### src/rtl/diff_sq_csr.sv
// diff_sq_csr: Avalon-MM control/status front end for an (A+B)*(A-B)
// compute stage. Holds operands A/B and drives them on coe_A/coe_B. On START
// it waits the stage's fixed latency, then captures coe_R into RESULT and
// raises DONE (and IRQ when enabled). It also counts completed operations.
module diff_sq_csr #(
  parameter int N       = 32,
  parameter int LATENCY = 2,
  parameter int CNT_W   = 16
) (
  input  logic         csi_clk,
  input  logic         rsi_srst,
  input  logic [1:0]   avs_s0_address,
  input  logic         avs_s0_write,
  input  logic [N-1:0] avs_s0_writedata,
  input  logic         avs_s0_read,
  output logic [N-1:0] avs_s0_readdata,
  output logic         ins_irq,
  output logic [N-1:0] coe_A,
  output logic [N-1:0] coe_B,
  input  logic [N-1:0] coe_R
);

  // FSM encoding
  localparam logic [1:0] ST_IDLE = 2'd0;
  localparam logic [1:0] ST_BUSY = 2'd1;
  localparam logic [1:0] ST_DONE = 2'd2;

  // Register map
  localparam logic [1:0] ADDR_A      = 2'd0;
  localparam logic [1:0] ADDR_B      = 2'd1;
  localparam logic [1:0] ADDR_CTRL   = 2'd2;
  localparam logic [1:0] ADDR_RESULT = 2'd3;

  // Latency countdown must be able to hold LATENCY itself
  localparam int CW = (LATENCY < 2) ? 1 : $clog2(LATENCY + 1);

  // Architectural state
  logic [1:0]       state_r;
  logic [CW-1:0]    cnt_r;
  logic [N-1:0]     reg_a_r;
  logic [N-1:0]     reg_b_r;
  logic [N-1:0]     result_r;
  logic [CNT_W-1:0] op_cnt_r;
  logic             irq_en_r;
  logic             done_r;
  logic [N-1:0]     readdata_r;

  // Decoded controls
  logic             busy_s;
  logic             wr_a_s;
  logic             wr_b_s;
  logic             wr_ctrl_s;
  logic             start_s;
  logic             clr_s;
  logic             capture_s;
  logic             rd_en_s;
  logic [1:0]       state_nx_s;
  logic [N-1:0]     status_s;
  logic [N-1:0]     rd_mux_s;

  // Decode bus strobes; operand and START/CLR writes are locked out while busy
  always_comb begin
    busy_s    = (state_r == ST_BUSY);
    wr_a_s    = avs_s0_write && (avs_s0_address == ADDR_A) && !busy_s;
    wr_b_s    = avs_s0_write && (avs_s0_address == ADDR_B) && !busy_s;
    wr_ctrl_s = avs_s0_write && (avs_s0_address == ADDR_CTRL);
    start_s   = wr_ctrl_s && avs_s0_writedata[0] && !busy_s;
    // START has priority over CLR when both are set
    clr_s     = wr_ctrl_s && avs_s0_writedata[1] && !avs_s0_writedata[0] && !busy_s;
    capture_s = busy_s && (cnt_r == CW'(1));
    // A write in the same cycle suppresses the read
    rd_en_s   = avs_s0_read && !avs_s0_write;
  end

  // Next-state logic for the IDLE/BUSY/DONE sequencer
  always_comb begin
    state_nx_s = state_r;
    case (state_r)
      ST_IDLE: begin
        if (start_s) begin
          state_nx_s = ST_BUSY;
        end else begin
          state_nx_s = ST_IDLE;
        end
      end
      ST_BUSY: begin
        if (capture_s) begin
          state_nx_s = ST_DONE;
        end else begin
          state_nx_s = ST_BUSY;
        end
      end
      ST_DONE: begin
        if (start_s) begin
          state_nx_s = ST_BUSY;
        end else if (clr_s) begin
          state_nx_s = ST_IDLE;
        end else begin
          state_nx_s = ST_DONE;
        end
      end
      default: begin
        state_nx_s = ST_IDLE;
      end
    endcase
  end

  // State register
  always_ff @(posedge csi_clk) begin
    if (rsi_srst) begin
      state_r <= ST_IDLE;
    end else begin
      state_r <= state_nx_s;
    end
  end

  // Latency countdown: loaded on START, runs down to zero while busy
  always_ff @(posedge csi_clk) begin
    if (rsi_srst) begin
      cnt_r <= '0;
    end else if (start_s) begin
      cnt_r <= CW'(LATENCY);
    end else if (busy_s && (cnt_r != '0)) begin
      cnt_r <= cnt_r - CW'(1);
    end else begin
      cnt_r <= cnt_r;
    end
  end

  // Operand registers, held stable for the whole operation
  always_ff @(posedge csi_clk) begin
    if (rsi_srst) begin
      reg_a_r <= '0;
      reg_b_r <= '0;
    end else begin
      if (wr_a_s) begin
        reg_a_r <= avs_s0_writedata;
      end else begin
        reg_a_r <= reg_a_r;
      end
      if (wr_b_s) begin
        reg_b_r <= avs_s0_writedata;
      end else begin
        reg_b_r <= reg_b_r;
      end
    end
  end

  // Interrupt enable is taken from every CTRL write, even while busy
  always_ff @(posedge csi_clk) begin
    if (rsi_srst) begin
      irq_en_r <= 1'b0;
    end else if (wr_ctrl_s) begin
      irq_en_r <= avs_s0_writedata[2];
    end else begin
      irq_en_r <= irq_en_r;
    end
  end

  // Done flag: cleared by START or CLR, set when the result is captured
  always_ff @(posedge csi_clk) begin
    if (rsi_srst) begin
      done_r <= 1'b0;
    end else if (start_s || clr_s) begin
      done_r <= 1'b0;
    end else if (capture_s) begin
      done_r <= 1'b1;
    end else begin
      done_r <= done_r;
    end
  end

  // Capture the compute-stage result verbatim and count the completion
  always_ff @(posedge csi_clk) begin
    if (rsi_srst) begin
      result_r <= '0;
      op_cnt_r <= '0;
    end else if (capture_s) begin
      result_r <= coe_R;
      op_cnt_r <= op_cnt_r + CNT_W'(1);
    end else begin
      result_r <= result_r;
      op_cnt_r <= op_cnt_r;
    end
  end

  // Assemble the STATUS word: busy, done, irq_en, op_cnt at bit 16
  always_comb begin
    status_s              = '0;
    status_s[0]           = busy_s;
    status_s[1]           = done_r;
    status_s[2]           = irq_en_r;
    status_s[16 +: CNT_W] = op_cnt_r;
  end

  // Read data multiplexer
  always_comb begin
    rd_mux_s = '0;
    case (avs_s0_address)
      ADDR_A:      rd_mux_s = reg_a_r;
      ADDR_B:      rd_mux_s = reg_b_r;
      ADDR_CTRL:   rd_mux_s = status_s;
      ADDR_RESULT: rd_mux_s = result_r;
      default:     rd_mux_s = '0;
    endcase
  end

  // Registered read data, one-cycle latency, held between reads
  always_ff @(posedge csi_clk) begin
    if (rsi_srst) begin
      readdata_r <= '0;
    end else if (rd_en_s) begin
      readdata_r <= rd_mux_s;
    end else begin
      readdata_r <= readdata_r;
    end
  end

  assign avs_s0_readdata = readdata_r;
  assign coe_A           = reg_a_r;
  assign coe_B           = reg_b_r;
  assign ins_irq         = done_r & irq_en_r;

endmodule

### config.mk
export PLATFORM = sky130hd
export DESIGN_NAME = diff_sq_csr
export DESIGN_NICKNAME = d
export VERILOG_FILES = /design/src/rtl/diff_sq_csr.sv
export SDC_FILE = /design/constraint.sdc
export NUM_CORES = 1
export LEC_CHECK = 0
export CAP_MARGIN = 10
export CORE_MARGIN = 2
export CORE_UTILIZATION = 30
export DETAILED_ROUTE_END_ITERATION = 7
export GPL_ROUTABILITY_DRIVEN = 0
export GPL_TIMING_DRIVEN = 0
export RECOVER_POWER = 50
export SETUP_SLACK_MARGIN = 0.02
export SYNTH_ARGS = -nofsm -noshare
export SYNTH_HDL_FRONTEND = slang
export SYNTH_SLANG_ARGS = --single-unit
### constraint.sdc
create_clock -name csi_clk -period 3.91 [get_ports csi_clk]
set_input_delay 0.782 -clock csi_clk [delete_from_list [all_inputs] [get_ports csi_clk]]
set_output_delay 0.782 -clock csi_clk [all_outputs]
set_load 0.03 [all_outputs]
==> results of run 1 <==
## cells by family (layout without fill, tap and decap cells)
group,count (synthesis),in the layout,share of synthesized area [%]
adders and majority gates,3,3,0.608
DFF,150,150,48.6
AOI/OAI and AO/OA,145,145,12.5
and+or+nand+nor,333,333,23.0
muxes,34,34,9.38
buffers and inverters,57,252,4.42
xor gates and xnor gates,10,10,1.42
## synthesized netlist by cell type (all sizes together)
| cell type | instances |
|---|---|
| xnor2 | 3 |
| dfxtp | 150 |
| and2 | 4 |
| a221oi | 1 |
| ha | 3 |
| nand4b | 1 |
| clkbuf | 31 |
| o22a | 1 |
| nor4 | 1 |
| nand4 | 7 |
| a211oi | 13 |
| and4b | 1 |
| nor2 | 42 |
| mux2i | 14 |
| a21oi | 123 |
| or4b | 1 |
| nor4b | 1 |
| and3b | 2 |
| nand3b | 1 |
| nand3 | 3 |
| mux4 | 19 |
| nand2b | 3 |
| nor3b | 1 |
| mux2 | 1 |
| nor3 | 15 |
| buf | 24 |
| nand2 | 239 |
| a31o | 1 |
| nor2b | 3 |
| or3 | 4 |
| and3 | 2 |
| xor2 | 7 |
| a31oi | 1 |
| o21ai | 5 |
| and4 | 2 |
| inv | 2 |
## stage by stage
step                      instances  instance area, µm²  utilization, %  power [W]
final                          1197                8730            43.2    0.00370
after global routing           1197                8730            43.2    0.00384
after CTS                      1197                8770            43.4    0.00374
after detailed placement       1166                8150            40.3    0.00201
after global placement         1166                8150            40.3    0.00200
after floorplan                 732                6170               -    0.00180
## cell type report
type,count,area (µm²)
fill,2039,11500
sequential,150,3000
clock inverter,13,181
timing repair buffer,164,1640
tap,270,338
inverter,2,7.51
multi-input combinational,525,2870
clock buffer,18,439
buffer,55,254
## registers in the layout, summed over array words and instances (netlist names)
register / flops
cnt_r: 2
result_r: 32
op_cnt_r: 16
coe_B: 32
done_r: 1
irq_en_r: 1
coe_A: 32
avs_s0_readdata: 32
state_r: 2
## worst register-to-register path, cell delays in order (launching register included)
cell and delay, ns:
dfxtp_1 0.48, nor2b_4 0.10, nor4b_1 0.85, buf_2 0.45, nand2_1 0.10, a21oi_1 0.14
## report_power, final
part	switching [W]	total, W	internal (W)
clock network	0.000660	0.00174	0.00108
registers	0.0000255	0.00159	0.00156
logic	0.000215	0.000377	0.000162
## layer usage
metal | vias up | share of wire [%] | wire, µm | track usage, %
li1 | 2837 | - | - | -
met1 | 2682 | 47 | 9460 | 26.0
met2 | 187 | 46 | 9330 | 29.8
met3 | 22 | 6.1 | 1230 | 4.66
met4 | 0 | 1.5 | 303 | 5.34
met5 | - | 0 | 0 | 0
## final timing paths
check	slack, ns	endpoint	from
worst max-delay path	0.93	coe_A[19]	avs_s0_address[1]
worst min-delay path	0.45	avs_s0_readdata[29]	avs_s0_readdata[29]
worst max register to register	1.72	coe_A[19]	state_r[1]
worst min register to register	0.45	avs_s0_readdata[29]	avs_s0_readdata[29]
==> impl_results.md, run 1 <==
- Initial antenna violation count: 0
- Most frequent cells in the layout: nand2_1, dfxtp_1, a21oi_1, clkdlybuf4s50_1, dlygate4sd3_1
- Fin crit share: 76.3%
- Vias in the first global route: 5559
- Sink Count: 150
- Rel. slew slack: 30.8%
- Worst hold slack: 0.449 ns
- Skew-Pair Late Insertion Delay: 0.42 ns
- Initial Utilization: 30.5%
- Syn. warnings: 0
- Total track usage: 18.9%
- PwrDens: 424 nW/µm²
- RSZ-0062 raised after global routing: no
- Final Hold Fails: 0
- Drt wl/cell: 17.0 µm
- First-pass GRT wire length: 31400 µm
- Final HPWL DP: 14800 µm
- Slowest stage delay, CP: 0.98 ns
- Max-Cap Viols: 0
- Leak pwr: 3.13 nW
- Setup violations, final: 0
- Startpoint Class: input pin
- Post-CTS setup buffer count: 0
- Register-to-Register Path Depth: 5
- Setup TNS: 0 ns
- Die area: 21700 µm²
- Critical path peak fanout: 10
- Hold Path Depth: 2
- Post-Syn Area per Cell: 8.43 µm²
- Core ar.: 20200 µm²
- Die height: 147 µm
- Drt initial violations: 302
- Crit end category: flip-flop
- Worst EP required: 4.25 ns
- Largest cells by area after synthesis: dfxtp_1, nand2_1, a21oi_1
- Area of the mapped netlist: 6170 µm²
- Hold crit path type: flip-flop to flip-flop
- Post-CTS sizing: 0
- Sequential fraction of the synthesis area: 48.6%
- Post-Place Worst Slack: 1.13 ns
- Number of hold buffers added after CTS: 0
- Critical path depth in cells: 6
- Fin worst setup slack: 0.927 ns
- Horiz. Die Dim: 147 µm
- Clock buffer depth: 2
- Syn Nets: 805
- # port buffers: 164
- Grt ovf: 0
- Cell Chain, Critical Path: dlygate4sd3_1 > clkbuf_1 > nor4b_1 > buf_2 > nand2_1 > a21oi_1
- Num CTS Buffers: 17
- Share of the synthesized area in the top cell type: 48.6%
- DRT Wirelength: 20300 µm
- FP Rows: 52
- Final #Nets: 988
- Final Max Slew Viols: 0
- P&R area growth vs syn: 41.5%
- Fmax: 335 MHz
- Crit Path Category: input pin to flip-flop
- DR pass1 iterations: 5
- Commonest non-fill, non-tap cell in the layout: nand2_1
- Synthesis-stage register bit count: 150
- Share of layout cells above drive strength 1: 7.66%
- Root buf cell: clkbuf_16
- Vias: 5728
- Worst slew pin tran: 1.02 ns
- Clock transition at path regs: 0.06 ns
- CTS tree: done
- Largest net degree at the start of global routing: 17
- Status: finished, final reports clean
- Detailed-route vias per instance: 4.79
- Worst ir drop on vdd: 274 µV
- Delay-heaviest family, CP: buffers and inverters
- N_diodes: 0
- H-tree depth: 4
- Area leader, netlist: dfxtp_1
- Final Critical Period: 2.98 ns
- CP arrival: 3.33 ns
- Final ANT Viol Nets: 0
- Clock skew: 0.00705 ns
- IO Count: 167
- Slowest CP cell: nor4b_1
- Gate Count Post-Synth: 732
- Netlist cell types: 42
- DRC viols: 0
- Critical path buffer and inverter count: 3
(Power assumes the default switching activity.)
==> inputs of run 2 (changes only) <==
==> constraint.sdc (replaced) <==
create_clock -name csi_clk -period 2.7 [get_ports csi_clk]
set_input_delay 0.54 -clock csi_clk [delete_from_list [all_inputs] [get_ports csi_clk]]
set_output_delay 0.54 -clock csi_clk [all_outputs]
set_load 0.03 [all_outputs]
==> run 2 against run 1 <==
First-iteration DRC count fell by 0.33%. Sequential cell count did not move. Combinational power rose by 46%. Clock skew barely moved. Routed wire length rose by 0.15%. Clock-buffer cell count did not move. Hold slack improved by 0.0019 ns. Sequential share of layout area barely moved. Core utilization barely moved. Non-clock buffer count did not move. Highest routed layer unchanged. Largest cell class unchanged. Worst setup slack got worse by 0.47 ns.
==> impl_results.md, run 2 (same netlist as run 1, synthesis figures left out) <==
- # port buffers: 164 (unchanged)
- Share of layout cells above drive strength 1: 7.87% (+0.22 points)
- Setup violations, final: 0 (unchanged)
- Worst slew pin tran: 0.799 ns (-0.224 ns)
- Final Hold Fails: 0 (unchanged)
- Post-CTS sizing: 0 (unchanged)
- DRC viols: 0 (unchanged)
- Hold crit path type: flip-flop to flip-flop
- Final #Nets: 988 (unchanged)
- Commonest non-fill, non-tap cell in the layout: nand2_1
- Placed inst area: 8150 µm² (unchanged)
- Slowest CP cell: clkbuf_1
- Sink Count: 150 (unchanged)
- Max-Cap Viols: 0 (unchanged)
- Total track usage: 18.9% (unchanged)
- DRT Wirelength: 20400 µm (+0.15%)
- Switch share: 24.4% (+0.071 points)
- Most frequent cells in the layout: nand2_1, dfxtp_1, a21oi_1, clkdlybuf4s50_1, dlygate4sd3_1
- Vias: 5721 (-0.12%)
- N_diodes: 0 (unchanged)
- Startpoint Class: input pin
- Clock buffer depth: 2 (unchanged)
- Initial antenna violation count: 0 (unchanged)
- Post-CTS setup buffer count: 0 (unchanged)
- Drt initial violations: 301 (-0.33%)
- Switch Pwr: 0.00131 W (+45%)
- Comb pwr share: 10.2% (about the same)
- Sequential power share: 42.8% (about the same)
- Num CTS Buffers: 17 (unchanged)
- Number of hold buffers added after CTS: 0 (unchanged)
- Critical path peak fanout: 10 (unchanged)
- Worst EP required: 3.05 ns (-1.20 ns)
- Clock share of power: 47.0% (about the same)
- Initial Utilization: 30.5% (unchanged)
- Cell internal pwr: 0.00406 W (+45%)
- Final Critical Period: 2.24 ns
- IO Count: 167 (unchanged)
- Drt wl/cell: 17.0 µm (+0.15%)
- Slowest stage delay, CP: 0.56 ns (-0.42 ns)
- CTS tree: done
- FP Rows: 52 (unchanged)
- Cell Chain, Critical Path: dlygate4sd3_1 > buf_4 > nor3_2 > clkbuf_1 > nand2_1 > a21oi_1
- Skew-Pair Late Insertion Delay: 0.43 ns (about the same)
- Final Max Slew Viols: 0 (unchanged)
- H-tree depth: 4 (unchanged)
- Status: finished, final reports clean
- Fmax: 446 MHz
- Final HPWL DP: 14800 µm (unchanged)
- Core ar.: 20200 µm² (unchanged)
- Core Util, Final: 43.2% (+0.050 points)
- CP arrival: 2.59 ns (-0.74 ns)
- PwrDens: 614 nW/µm² (+45%)
- Clock transition at path regs: 0.06 ns (about the same)
- Area taken by multi-input logic gates: 2880 µm² (+0.22%)
- Clock skew: 0.00703 ns (-0.0000179 ns)
- Horiz. Die Dim: 147 µm (unchanged)
- Detailed-route vias per instance: 4.78 (-0.12%)
- Leak pwr: 3.13 nW (+0.18%)
- Reg area: 3000 µm² (unchanged)
- Crit Path Category: input pin to flip-flop
- Die height: 147 µm (unchanged)
- Vias in the first global route: 5559 (unchanged)
- Grt ovf: 0 (unchanged)
- Root buf cell: clkbuf_16
- Worst hold slack: 0.451 ns (+0.00190 ns)
- Largest net degree at the start of global routing: 17 (unchanged)
- Filler cell count: 2038 (-0.049%)
- P&R area growth vs syn: 41.6%
- RSZ-0062 raised after global routing: no
- Setup TNS: 0 ns (unchanged)
- Final non-filler cell area: 8740 µm² (+0.11%)
- First-pass GRT wire length: 31400 µm (unchanged)
- Pwr Total: 0.00537 W (+45%)
- DR pass1 iterations: 5 (unchanged)
- Crit end category: flip-flop
- Final ANT Viol Nets: 0 (unchanged)
- Die area: 21700 µm² (unchanged)
- Worst ir drop on vdd: 400 µV (+46%)
- Fin crit share: 83.0%
- Rel. slew slack: 46.7% (+16 points)
run 2: changes by cell type in the layout (fill, tap and decap cells not counted):
cell,delta
buf_1,-1
nor4b_2,+1
clkdlybuf4s50_1,-1
buf_4,+1
nor4b_1,-1
dlygate4sd3_1,+1
run 2: metal layers:
layer,vias to the layer above,wire length [µm],track usage (%)
met1,2680,9580,26.0
met3,21,1140,4.66
met2,178,9370,29.8
li1,2842,-,-
met5,-,0,0
met4,0,275,5.34
run 2: final timing paths:
kind	start	endpoint	slack, ns	depth (start not counted)
hold / removal	avs_s0_readdata[29]	avs_s0_readdata[29]	0.45	2
hold reg to reg	avs_s0_readdata[29]	avs_s0_readdata[29]	0.45	2
setup / recovery	avs_s0_address[1]	coe_B[25]	0.46	6
setup reg to reg	cnt_r[0]	result_r[11]	0.69	6
run 2: worst max-delay path, delay by kind of cell:
| kind | cells | cell delay (ns) |
|---|---|---|
| compound gates | 1 | 0.14 |
| simple gates | 2 | 0.58 |
| buf+inv | 3 | 1.31 |
run 2: power by group through the flow:
stage                     registers (W)  clock network (W)  logic (W)
final                           0.00230            0.00252   0.000549
after global placement          0.00235                  0   0.000556
after global routing            0.00230            0.00267   0.000588
after CTS                       0.00230            0.00256   0.000561
after floorplan                 0.00242                  0   0.000189
after detailed placement        0.00235                  0   0.000558
run 2: through the flow:
stage                     setup slack (ns)  std cells
after detailed placement             0.157       1166
after global routing                 0.262       1197
final                                0.460       1197
after global placement               0.181       1166
after CTS                            0.536       1197
after floorplan                      0.990        732
run 2: area by class of cell:
| class | count | area share, % |
|---|---|---|
| sequential | 150 | 34.3 |
| multi-input combinational | 525 | 32.9 |
| timing repair buffer | 164 | 18.8 |
| clock buffer | 18 | 5.02 |
| tap | 270 | 3.86 |
| buffer | 55 | 2.95 |
| clock inverter | 13 | 2.07 |
| inverter | 2 | 0.0858 |
